<file path="config.mk">
export PLATFORM = sky130hd
export DESIGN_NAME = snoop_bus_arbiter_flat
export DESIGN_NICKNAME = d
export VERILOG_FILES = /design/src/rtl/snoop_bus_arbiter_pkg.sv /design/src/rtl/snoop_bus_arbiter_if.sv /design/src/rtl/snoop_bus_arbiter_rr_arbiter.sv /design/src/rtl/snoop_bus_arbiter.sv /design/src/flat_wrapper.sv
export SDC_FILE = /design/constraint.sdc
export NUM_CORES = 1
export LEC_CHECK = 0
export ABC_AREA = 1
export BUFFER_PORTS_ARGS = -buffer_cell sky130_fd_sc_hd__buf_2
export CORE_MARGIN = 4
export CORE_UTILIZATION = 45
export CTS_BUF_LIST = sky130_fd_sc_hd__clkbuf_8 sky130_fd_sc_hd__clkbuf_16
export DETAILED_ROUTE_END_ITERATION = 8
export PLACE_DENSITY = 0.86
export SLEW_MARGIN = 20
export SYNTH_ARGS = -nofsm -noshare
export SYNTH_HDL_FRONTEND = slang
export SYNTH_SLANG_ARGS = --single-unit
</file>
<file path="constraint.sdc">
create_clock -name clock -period 3.27 [get_ports clock]
set_input_delay 0.327 -clock clock [delete_from_list [all_inputs] [get_ports clock]]
set_output_delay 0.327 -clock clock [all_outputs]
set_load 0.005 [all_outputs]
</file>
<file path="src/rtl/snoop_bus_arbiter_pkg.sv">
// Shared definitions for the MESI snooping bus: command encodings seen by
// processors, arbiter and memory, plus the arbiter's FSM state encoding.
package snoop_bus_arbiter_pkg;

    localparam int MAX_PROC = 4;

    typedef enum logic [1:0] {
        CMD_RD_MISS = 2'b00,
        CMD_WR_MISS = 2'b01,
        CMD_INV     = 2'b10,
        CMD_RSV     = 2'b11
    } cmd_t;

    typedef enum logic [2:0] {
        ST_IDLE  = 3'd0,
        ST_ADDR  = 3'd1,
        ST_SNOOP = 3'd2,
        ST_WB    = 3'd3,
        ST_MEM   = 3'd4,
        ST_DONE  = 3'd5
    } state_t;

    // True when more than one bit of v is set.
    function automatic logic multi_hot(input logic [MAX_PROC-1:0] v);
        return (v & (v - MAX_PROC'(1))) != '0;
    endfunction

    // The reserved encoding behaves exactly like an invalidate.
    function automatic logic is_inv(input cmd_t c);
        return (c == CMD_INV) || (c == CMD_RSV);
    endfunction

endpackage

</file>
<file path="src/rtl/snoop_bus_arbiter_if.sv">
// Bundle of request, broadcast, snoop-response, memory and completion
// signals between the bus arbiter (master) and caches/memory (slave).
interface snoop_bus_arbiter_if #(
    parameter int N_PROC = 3,
    parameter int ADDR_W = 5,
    parameter int DATA_W = 8
);
    import snoop_bus_arbiter_pkg::*;

    logic [N_PROC-1:0]        req;
    logic [2*N_PROC-1:0]      req_cmd;
    logic [ADDR_W*N_PROC-1:0] req_addr;
    logic [DATA_W*N_PROC-1:0] req_wdata;
    logic [N_PROC-1:0]        gnt;
    logic                     bus_valid;
    cmd_t                     bus_cmd;
    logic [ADDR_W-1:0]        bus_addr;
    logic [N_PROC-1:0]        snoop_share;
    logic [N_PROC-1:0]        snoop_wb;
    logic [DATA_W*N_PROC-1:0] snoop_wb_data;
    logic                     mem_rd;
    logic                     mem_wr;
    logic [ADDR_W-1:0]        mem_addr;
    logic [DATA_W-1:0]        mem_wdata;
    logic [DATA_W-1:0]        mem_rdata;
    logic                     mem_ack;
    logic [N_PROC-1:0]        done;
    logic                     done_share;
    logic [DATA_W-1:0]        done_data;
    logic                     proto_err;

    modport master (
        input  req, req_cmd, req_addr, req_wdata,
        input  snoop_share, snoop_wb, snoop_wb_data,
        input  mem_rdata, mem_ack,
        output gnt, bus_valid, bus_cmd, bus_addr,
        output mem_rd, mem_wr, mem_addr, mem_wdata,
        output done, done_share, done_data, proto_err
    );

    modport slave (
        output req, req_cmd, req_addr, req_wdata,
        output snoop_share, snoop_wb, snoop_wb_data,
        output mem_rdata, mem_ack,
        input  gnt, bus_valid, bus_cmd, bus_addr,
        input  mem_rd, mem_wr, mem_addr, mem_wdata,
        input  done, done_share, done_data, proto_err
    );

endinterface

</file>
<file path="src/rtl/snoop_bus_arbiter_rr_arbiter.sv">
// Round-robin pick: first set request at or after ptr, wrapping.
// Purely combinational; the parent registers the result.
module snoop_bus_arbiter_rr_arbiter #(
    parameter int N     = 3,
    parameter int PTR_W = 2
) (
    input  logic [N-1:0]     req,
    input  logic [PTR_W-1:0] ptr,
    output logic [N-1:0]     win_oh,
    output logic [PTR_W-1:0] win_idx
);

    logic found;

    // Scan offsets from the pointer; the first requester hit wins.
    always_comb begin
        win_oh  = '0;
        win_idx = '0;
        found   = 1'b0;
        for (int o = 0; o < N; o++) begin
            for (int c = 0; c < N; c++) begin
                if (!found && req[c] && (((int'(ptr) + o) % N) == c)) begin
                    found     = 1'b1;
                    win_oh[c] = 1'b1;
                    win_idx   = PTR_W'(c);
                end
            end
        end
    end

endmodule

</file>
<file path="src/rtl/snoop_bus_arbiter.sv">
// Snooping-bus arbiter: grants one processor per transaction round-robin and
// sequences broadcast, snoop collection, write-back, memory access, completion.
//
//   state    | meaning
//   ---------+-----------------------------------------------------------
//   ST_IDLE  | sample req, latch winner's cmd/addr/wdata
//   ST_ADDR  | one-cycle broadcast on bus_valid/bus_cmd/bus_addr
//   ST_SNOOP | wait SNOOP_CYC cycles, then sample share/wb responses
//   ST_WB    | write the snooper's M copy back to memory
//   ST_MEM   | read fill (read miss) or write owner data (write miss)
//   ST_DONE  | one-cycle done pulse, advance rr pointer
module snoop_bus_arbiter
    import snoop_bus_arbiter_pkg::*;
#(
    parameter int N_PROC    = 3,
    parameter int ADDR_W    = 5,
    parameter int DATA_W    = 8,
    parameter int SNOOP_CYC = 1
) (
    input  logic           clock,
    input  logic           reset_n,
    snoop_bus_arbiter_if.master bus
);

    localparam int PTR_W = (N_PROC > 2) ? 2 : 1;
    localparam int CNT_W = 2;

    state_t              state_q, state_d;
    logic [PTR_W-1:0]    rr_q, owner_idx_q, win_idx;
    logic [N_PROC-1:0]   win_oh, owner_q, share_m, wb_m;
    cmd_t                cmd_q, win_cmd;
    logic [ADDR_W-1:0]   addr_q, win_addr;
    logic [DATA_W-1:0]   wdata_q, win_wdata, wb_data_q, fill_q, wb_sel;
    logic [CNT_W-1:0]    snoop_cnt_q;
    logic                done_share_q, proto_err_q, snoop_tc;

    snoop_bus_arbiter_rr_arbiter #(.N(N_PROC), .PTR_W(PTR_W)) u_rr_arbiter (
        .req     (bus.req),
        .ptr     (rr_q),
        .win_oh  (win_oh),
        .win_idx (win_idx)
    );

    // The owner never snoops its own transaction.
    assign share_m       = bus.snoop_share & ~owner_q;
    assign wb_m          = bus.snoop_wb & ~owner_q;
    assign snoop_tc      = (snoop_cnt_q == '0);
    assign bus.proto_err = proto_err_q;

    // Select the winner's request fields and the lowest-index write-back data.
    always_comb begin
        win_cmd   = CMD_RD_MISS;
        win_addr  = '0;
        win_wdata = '0;
        wb_sel    = '0;
        for (int i = 0; i < N_PROC; i++) begin
            if (win_oh[i]) begin
                win_cmd   = cmd_t'(bus.req_cmd[2*i +: 2]);
                win_addr  = bus.req_addr[ADDR_W*i +: ADDR_W];
                win_wdata = bus.req_wdata[DATA_W*i +: DATA_W];
            end
        end
        for (int i = N_PROC - 1; i >= 0; i--) begin
            if (wb_m[i]) wb_sel = bus.snoop_wb_data[DATA_W*i +: DATA_W];
        end
    end

    // State register; reset aborts any transaction at once.
    always_ff @(posedge clock or negedge reset_n) begin
        if (!reset_n) state_q <= ST_IDLE;
        else          state_q <= state_d;
    end

    // Next state and bus/memory/completion outputs, all decoded from registers.
    always_comb begin
        state_d        = state_q;
        bus.gnt        = '0;
        bus.bus_valid  = 1'b0;
        bus.bus_cmd    = CMD_RD_MISS;
        bus.bus_addr   = '0;
        bus.mem_rd     = 1'b0;
        bus.mem_wr     = 1'b0;
        bus.mem_addr   = '0;
        bus.mem_wdata  = '0;
        bus.done       = '0;
        bus.done_share = 1'b0;
        bus.done_data  = '0;
        case (state_q)
            ST_IDLE: begin
                if (|bus.req) state_d = ST_ADDR;
            end
            ST_ADDR: begin
                bus.gnt       = owner_q;
                bus.bus_valid = 1'b1;
                bus.bus_cmd   = cmd_q;
                bus.bus_addr  = addr_q;
                state_d       = ST_SNOOP;
            end
            ST_SNOOP: begin
                bus.gnt = owner_q;
                if (snoop_tc) begin
                    if (|wb_m)              state_d = ST_WB;
                    else if (is_inv(cmd_q)) state_d = ST_DONE;
                    else                    state_d = ST_MEM;
                end
            end
            ST_WB: begin
                bus.gnt       = owner_q;
                bus.mem_wr    = 1'b1;
                bus.mem_addr  = addr_q;
                bus.mem_wdata = wb_data_q;
                if (bus.mem_ack)
                    state_d = (cmd_q == CMD_WR_MISS) ? ST_MEM : ST_DONE;
            end
            ST_MEM: begin
                bus.gnt      = owner_q;
                bus.mem_addr = addr_q;
                if (cmd_q == CMD_WR_MISS) begin
                    bus.mem_wr    = 1'b1;
                    bus.mem_wdata = wdata_q;
                end else begin
                    bus.mem_rd = 1'b1;
                end
                if (bus.mem_ack) state_d = ST_DONE;
            end
            ST_DONE: begin
                bus.gnt        = owner_q;
                bus.done       = owner_q;
                bus.done_share = done_share_q;
                bus.done_data  = fill_q;
                state_d        = ST_IDLE;
            end
            default: state_d = ST_IDLE;
        endcase
    end

    // Transaction context: owner, request fields, snoop results, fill data, rr pointer.
    always_ff @(posedge clock or negedge reset_n) begin
        if (!reset_n) begin
            rr_q         <= '0;
            owner_idx_q  <= '0;
            owner_q      <= '0;
            cmd_q        <= CMD_RD_MISS;
            addr_q       <= '0;
            wdata_q      <= '0;
            wb_data_q    <= '0;
            fill_q       <= '0;
            snoop_cnt_q  <= '0;
            done_share_q <= 1'b0;
            proto_err_q  <= 1'b0;
        end else begin
            case (state_q)
                ST_IDLE: begin
                    if (|bus.req) begin
                        owner_q      <= win_oh;
                        owner_idx_q  <= win_idx;
                        cmd_q        <= win_cmd;
                        addr_q       <= win_addr;
                        wdata_q      <= win_wdata;
                        fill_q       <= '0;
                        done_share_q <= 1'b0;
                        snoop_cnt_q  <= CNT_W'(SNOOP_CYC);
                    end
                end
                ST_SNOOP: begin
                    if (!snoop_tc) begin
                        snoop_cnt_q <= snoop_cnt_q - CNT_W'(1);
                    end else begin
                        done_share_q <= |(share_m | wb_m);
                        wb_data_q    <= wb_sel;
                        if (multi_hot(MAX_PROC'(wb_m))) proto_err_q <= 1'b1;
                    end
                end
                ST_WB: begin
                    if (bus.mem_ack && cmd_q == CMD_RD_MISS) fill_q <= wb_data_q;
                end
                ST_MEM: begin
                    if (bus.mem_ack && cmd_q == CMD_RD_MISS) fill_q <= bus.mem_rdata;
                end
                ST_DONE: begin
                    rr_q <= (owner_idx_q == PTR_W'(N_PROC - 1)) ? '0
                                                                 : owner_idx_q + PTR_W'(1);
                end
                default: ;
            endcase
        end
    end

endmodule
</file>
<file path="src/flat_wrapper.sv">
// flat-port wrapper written by rule: the top's interface ports become plain ports
module snoop_bus_arbiter_flat import snoop_bus_arbiter_pkg::*;
#(
    parameter int N_PROC    = 3,
    parameter int ADDR_W    = 5,
    parameter int DATA_W    = 8,
    parameter int SNOOP_CYC = 1
)
  (clock, reset_n, bus_req, bus_req_cmd, bus_req_addr, bus_req_wdata, bus_snoop_share, bus_snoop_wb, bus_snoop_wb_data, bus_mem_rdata, bus_mem_ack, bus_gnt, bus_bus_valid, bus_bus_cmd, bus_bus_addr, bus_mem_rd, bus_mem_wr, bus_mem_addr, bus_mem_wdata, bus_done, bus_done_share, bus_done_data, bus_proto_err);
  snoop_bus_arbiter_if #(.N_PROC(N_PROC), .ADDR_W(ADDR_W), .DATA_W(DATA_W)) bus_i ();
  input  logic clock;
  input  logic reset_n;
  input wire logic [$bits(bus_i.req)-1:0] bus_req;
  input wire logic [$bits(bus_i.req_cmd)-1:0] bus_req_cmd;
  input wire logic [$bits(bus_i.req_addr)-1:0] bus_req_addr;
  input wire logic [$bits(bus_i.req_wdata)-1:0] bus_req_wdata;
  input wire logic [$bits(bus_i.snoop_share)-1:0] bus_snoop_share;
  input wire logic [$bits(bus_i.snoop_wb)-1:0] bus_snoop_wb;
  input wire logic [$bits(bus_i.snoop_wb_data)-1:0] bus_snoop_wb_data;
  input wire logic [$bits(bus_i.mem_rdata)-1:0] bus_mem_rdata;
  input wire logic [$bits(bus_i.mem_ack)-1:0] bus_mem_ack;
  output wire logic [$bits(bus_i.gnt)-1:0] bus_gnt;
  output wire logic [$bits(bus_i.bus_valid)-1:0] bus_bus_valid;
  output wire logic [$bits(bus_i.bus_cmd)-1:0] bus_bus_cmd;
  output wire logic [$bits(bus_i.bus_addr)-1:0] bus_bus_addr;
  output wire logic [$bits(bus_i.mem_rd)-1:0] bus_mem_rd;
  output wire logic [$bits(bus_i.mem_wr)-1:0] bus_mem_wr;
  output wire logic [$bits(bus_i.mem_addr)-1:0] bus_mem_addr;
  output wire logic [$bits(bus_i.mem_wdata)-1:0] bus_mem_wdata;
  output wire logic [$bits(bus_i.done)-1:0] bus_done;
  output wire logic [$bits(bus_i.done_share)-1:0] bus_done_share;
  output wire logic [$bits(bus_i.done_data)-1:0] bus_done_data;
  output wire logic [$bits(bus_i.proto_err)-1:0] bus_proto_err;
  assign bus_i.req = bus_req;
  assign bus_i.req_cmd = bus_req_cmd;
  assign bus_i.req_addr = bus_req_addr;
  assign bus_i.req_wdata = bus_req_wdata;
  assign bus_i.snoop_share = bus_snoop_share;
  assign bus_i.snoop_wb = bus_snoop_wb;
  assign bus_i.snoop_wb_data = bus_snoop_wb_data;
  assign bus_i.mem_rdata = bus_mem_rdata;
  assign bus_i.mem_ack = bus_mem_ack;
  assign bus_gnt = bus_i.gnt;
  assign bus_bus_valid = bus_i.bus_valid;
  assign bus_bus_cmd = bus_i.bus_cmd;
  assign bus_bus_addr = bus_i.bus_addr;
  assign bus_mem_rd = bus_i.mem_rd;
  assign bus_mem_wr = bus_i.mem_wr;
  assign bus_mem_addr = bus_i.mem_addr;
  assign bus_mem_wdata = bus_i.mem_wdata;
  assign bus_done = bus_i.done;
  assign bus_done_share = bus_i.done_share;
  assign bus_done_data = bus_i.done_data;
  assign bus_proto_err = bus_i.proto_err;
  snoop_bus_arbiter #(.N_PROC(N_PROC), .ADDR_W(ADDR_W), .DATA_W(DATA_W), .SNOOP_CYC(SNOOP_CYC)) u_core (.clock(clock), .reset_n(reset_n), .bus(bus_i));
endmodule
</file>
### Yosys cells after proc, flatten, opt, wreduce, memory -nomap -nowiden

Index checks and enable logic that the tools add are counted.

* flip-flop bits (word level): 45
* memories: 0
* RAM bits: 0
* logic and storage cells: 164
* memory bits (read-only): 0
* input bits: 89
* output and inout port bits: 39
* bits in latches: 0

* div/mod/pow operators: 3
* reductions and logical operators: 48
* equality and inequality tests: 22
* bitwise logic cells: 5
* $lt $le $gt $ge: 0
* mux-type cells: 69
* multipliers: 0
* shifts and indexed selects: 0
* $add $sub $neg: 5

Operator list (count)
* equality test 32 x 2 -> 1 bit (second input constant): 3
* equality test 32 x 3 -> 1 bit (second input constant): 3
* logical NOT 32 bit: 3
* two-way mux 8 bit: 11
* modulo 32 x 3 -> 32 bit (second input constant): 2
* modulo 3 x 3 -> 32 bit (second input constant): 1
* two-way mux 2 bit: 14
* two-way mux 1 bit: 26
* two-way mux 5 bit: 5
* one-hot mux 8 bit (3 select lines): 1
* two-way mux 3 bit: 7
* logical AND 1 bit: 18
* one-hot mux 8 bit (2 select lines): 1
* one-hot mux 3 bit (5 select lines): 1
* AND reduction 3 bit: 3
* OR reduction 3 bit: 3
* logical NOT 1 bit: 8
* inequality test 2 x 1 -> 1 bit (second input constant): 4
* AND reduction 4 bit: 2
* bitwise AND 3 bit: 2
* equality test 2 bit (second input constant): 3
* equality test 3 x 2 -> 1 bit (second input constant): 2
* equality test 3 bit (second input constant): 2
* inequality test 2 bit (second input constant): 3
* 21 further kinds: 24

### Longest topological paths before layout

* depth in word-level cells: 37
* depth in mapped cells: 15
* mapped depth without buffers: 14

### Hierarchy

From an unflattened synthesis, not the netlist that was laid out.

* cells, all modules: 477
* area total of the unflattened synthesis: 3106.7 um^2

By module, submodules not included
* snoop_bus_arbiter: instances 1, seq. area each 1126.1 um^2, area each 2879.0 um^2, cells each 433
* snoop_bus_arbiter_rr_arbiter: instances 1, seq. area each 0.0 um^2, area each 227.7 um^2, cells each 44

### Worst setup path before layout

OpenSTA, ideal clock, no wires.

* path type: register to register
* start point: reg u_core.rr_q[0]
* end point: reg u_core.addr_q[2]
* library setup time: 116 ps
* required time: 3154 ps
* arrival: 1594 ps
* path buffers: 1
* clock period less this slack: 1711 ps
* path slack: 1559 ps
* stages on the path, launching flop included: 16
* path through: dfrtp_1 > inv_1 > ha_1 > nand2_1 > nand2_2 > inv_2 > nand3b_4 > nand2_4 > inv_4 > nand2_4 > buf_12 > nand2_2 > nand2_1 > nand2_1 > nand2_1 > nand2_1

* word-level cells in the longest chain between the ends: 37
* elaborated cells between the ends (all ways): 58
* classes of those cells: add/sub (2); div (3); eq/ne (6); mux (19); reduce/logical (28)

RTL lines
* from (decl): RTL line snoop_bus_arbiter.sv:29 `logic [PTR_W-1:0] rr_q, owner_idx_q, win_idx;`
* from (signal assigned): RTL line snoop_bus_arbiter.sv:181 `rr_q <= (owner_idx_q == PTR_W'(N_PROC - 1)) ? '0`
* branches (longest 36 deep; another with modulo 32 x 3 -> 32 bit)
* two-way mux 5 bit (*): RTL line snoop_bus_arbiter.sv:57 `if (win_oh[i]) begin`
* to (signal assigned): RTL line snoop_bus_arbiter.sv:158 `addr_q <= win_addr;`
* to (decl): RTL line snoop_bus_arbiter.sv:32 `logic [ADDR_W-1:0] addr_q, win_addr;`

Mark *: on every way between the ends.
A chain may end at the register's enable or synchronous reset.

### Final worst setup path

* start point: reg u_core.state_q[2]
* end point: out bus_mem_addr[0]

* word-level cells in the longest chain between the ends: 3
* elaborated cells between the ends (all ways): 4
* classes of those cells: eq/ne (2); mux (1); reduce/logical (1)

RTL lines
* from (decl): RTL line snoop_bus_arbiter.sv:28 `state_t state_q, state_d;`
* from (signal assigned): RTL line snoop_bus_arbiter.sv:71 `else state_q <= state_d;`
* equality test 3 x 2 -> 1 bit or equality test 3 bit (tied branches): RTL line snoop_bus_arbiter.sv:88 `case (state_q)`
* OR reduction 2 bit (no line) (*)
* two-way mux 5 bit (*): RTL line snoop_bus_arbiter.sv:88
* to (decl): RTL line flat_wrapper.sv:28 `output wire logic [$bits(bus_i.mem_addr)-1:0] bus_mem_addr;`

Every way passes the cells marked *; elsewhere a longest branch is shown, timed or not.

==> summary.txt <==
Status
  – Outcome: completed

Floorplan
  – FP Rows: 30
  – Die H: around 91 µm
  – # IOs: 128
  – Die W: 91.2 µm
  – Core ar.: 6760 µm²
  – Die area: 8310 µm²
  – Initial core utilization: 46.1%

Global route
  – Grt total ovfl: 0
  – Grt met2 use: approximately 37%
  – GR Util met3: 5.39%
  – Vias in the first global route: about 3300
  – First-pass GRT wire length: between 10000 and 15000 µm
  – Gr usage total: 21.4%
  – Grt peak-use layer: met2
  – Largest net degree at the start of global routing: 46
  – Met1 GRT Util: roughly a quarter
  – Antenna violations before repair: 1

Timing
  – Hold Fails Final Rpt: 0
  – Final period util: 70.0%
  – RSZ-0062 raised after global routing: no
  – TNS Setup: 0 ps
  – Final Max Slew Viols: 0
  – Worst slew pin tran: 708 ps
  – Fin worst setup slack: between 900 and 1000 ps
  – Clock skew: between 5 and 6 ps
  – Worst slew margin: between 50 and 60%
  – Final setup viols: 0
  – Achievable frequency: roughly 0.44 GHz
  – Fin crit period: roughly 2300 ps

Detailed routing
  – Total number of vias: about 3300
  – DRC: 0
  – Drt first pass iters: 6
  – Final WL: 8880 µm
  – 1st-iter DRT viols: approximately 170
  – Routed vias/inst: roughly 5.0
  – DRT antenna net count: 0
  – DR WL/cell: between 10 and 15 µm

Synth
  – Synth warn: 0
  – Number of synthesized flops with an enable pin: 0
  – Sequential share of the synthesized area: between 30 and 40%
  – Synth cell types: 38
  – Mapped Nets: about 560
  – Synthesized cell area: slightly above 3000 µm²
  – Async SR Flop Fraction: 100%
  – Gate Count Post-Synth: roughly 470
  – Post-synthesis register bit count: 45
  – Most used DFF post-synth: dfrtp_1
  – Synthesized area per cell: ~6.7 µm²

Placed design
  – Dpl hpwl: between 6000 and 7000 µm
  – Post-DP Area: roughly 3700 µm²
  – Port bufs: about 130
  – GPL Wtd Cong: between 0.9 and 1
  – Place WS: between 1000 and 1500 ps

Clock tree
  – # resized after CTS: 0
  – Clock Pin Slew Worst Setup and Hold Paths: around 80 ps
  – Clock Sink Count: between 40 and 50
  – CTS tree: done
  – CTS Hold Bufs: 0
  – Clock buffer depth: 2
  – H-tree depth: 2
  – CTS Root Cell: clkbuf_8
  – CTS Buf Count: 5
  – Post-CTS Setup Bufs: 0
  – Clock Latency Late Sink: roughly 300 ps

Worst setup path
  – Crit path arrival time: 1960 ps
  – Worst Setup End Kind: output pin
  – Worst r2r path cells: 9
  – Max FO, Critical Path: 21
  – Critical path class: flop to output pin
  – Critical R2R Capture: u_core.state_q[0]
  – Setup slack, reg-to-reg: roughly 1200 ps
  – FF-to-FF Start: u_core.state_q[1]
  – Req. time, crit path: between 2000 and 3000 ps
  – CP startpoint kind: flop
  – Crit path launch: u_core.state_q[2]

Cells and area
  – Share of layout cells above drive strength 1: roughly 29%
  – Finished Cell Area: around 3800 µm²
  – Antenna cells: 0
  – Post-layout nets: 679
  – Area Overhead vs Synth: 23.7%

Pwr
  – Leak: about 2.3 nW
  – Peak supply drop: 0.000330 V
  – Pwr Density: 883 nW/µm²

Worst hold path
  – Hold Crit Class: input pin to async pin

Run
  – Max-cap violations: 0
[sequential cells by signal, indices dropped and copies added (netlist names)]
signal                count
u_core.fill_q             8
u_core.owner_q            3
u_core.owner_idx_q        2
u_core.wdata_q            8
u_core.addr_q             5
u_core.state_q            3
u_core.cmd_q              2
u_core.snoop_cnt_q        2
u_core.bus.proto_err      1
u_core.done_share_q       1
u_core.wb_data_q          8
u_core.rr_q               2
[kinds of logic (layout without fill, tap and decap cells)]
logic type	count (synthesis)	after routing	share of synthesized area, %
compound gates	75	75	14.3
fa+ha+maj	3	3	1.21
buf+inv	86	207	12.0
flops	45	45	36.2
simple gates	258	258	36.3
[cells in the final DEF (no fill, tap or decap), drive strengths merged]
master,count
clkinv,4
ha,3
a41o,1
a22oi,7
nand3,21
a31oi,2
clkbuf,6
buf,128
and3,1
a32oi,8
a21oi,20
nor3,4
nand3b,1
o21ai,35
nand2,175
inv,69
nand4,1
dfrtp,45
a211oi,1
a22o,1
nor2,55
[critical path, stage by stage (launching register included)]
cell      delay (ps)
dfrtp_1          440
nor2_2           140
nand2_1          340
nand2_1          200
clkinv_1         260
nor2_1           160
buf_2            130
[report_power, final]
group / switching, mW / internal, mW
clock: 0.192 / 0.171
sequential: 0.127 / 0.830
combinational: 1.38 / 0.696
total: 1.70 / 1.70
[synthesized netlist by cell type (all sizes together), types with 4 or more instances]
cell type | instances | area, µm²
nor3 | 4 | 30.0
clkbuf | 5 | 18.8
a22oi | 7 | 52.6
buf | 10 | 86.3
inv | 69 | 262
nor2 | 55 | 235
a21oi | 20 | 104
nand2 | 175 | 709
nand3 | 21 | 123
o21ai | 35 | 179
a32oi | 8 | 70.1
dfrtp | 45 | 1130
[worst max path at each step]
stage / end / slack, ps
detailed placement: u_core.state_q[0] / 1320
finish: bus_mem_addr[0] / 980
CTS: bus_mem_addr[0] / 990
global placement: bus_mem_addr[2] / 1410
global route: bus_mem_addr[1] / 820
floorplan: u_core.addr_q[2] / 1560
[layout make-up]
type                    instances  area (µm²)
multi-input cells             336        1610
well taps                      80         100
flip-flops and latches         45        1130
repair buffers                128         646
fillers                       646        2910
clock inverters                 2        13.8
clock buffers                   6        82.6
inverters                      71         269
[per-layer routing]
metal  up-vias  share of wire (%)
li1       1704                  -
met1      1480                 42
met2       136                 48
met3        10                8.7
met4         2               0.98
met5         -               0.15
[per-stage QoR]
| stage | power [mW] | utilization [%] | std cells | hold WS, ps |
|---|---|---|---|---|
| 6_report | 3.40 | 57.0 | 668 | 11.6 |
| 5_1_grt | 3.78 | 57.0 | 668 | 59.1 |
| 4_1_cts | 3.41 | 56.9 | 668 | 231 |
| 3_5_place_dp | 3.04 | 55.5 | 660 | 469 |
| 3_3_place_gp | 2.95 | 55.5 | 660 | 462 |
| 2_1_floorplan | 2.57 | - | 467 | 31.4 |
Power figures use the tool's default switching activity.
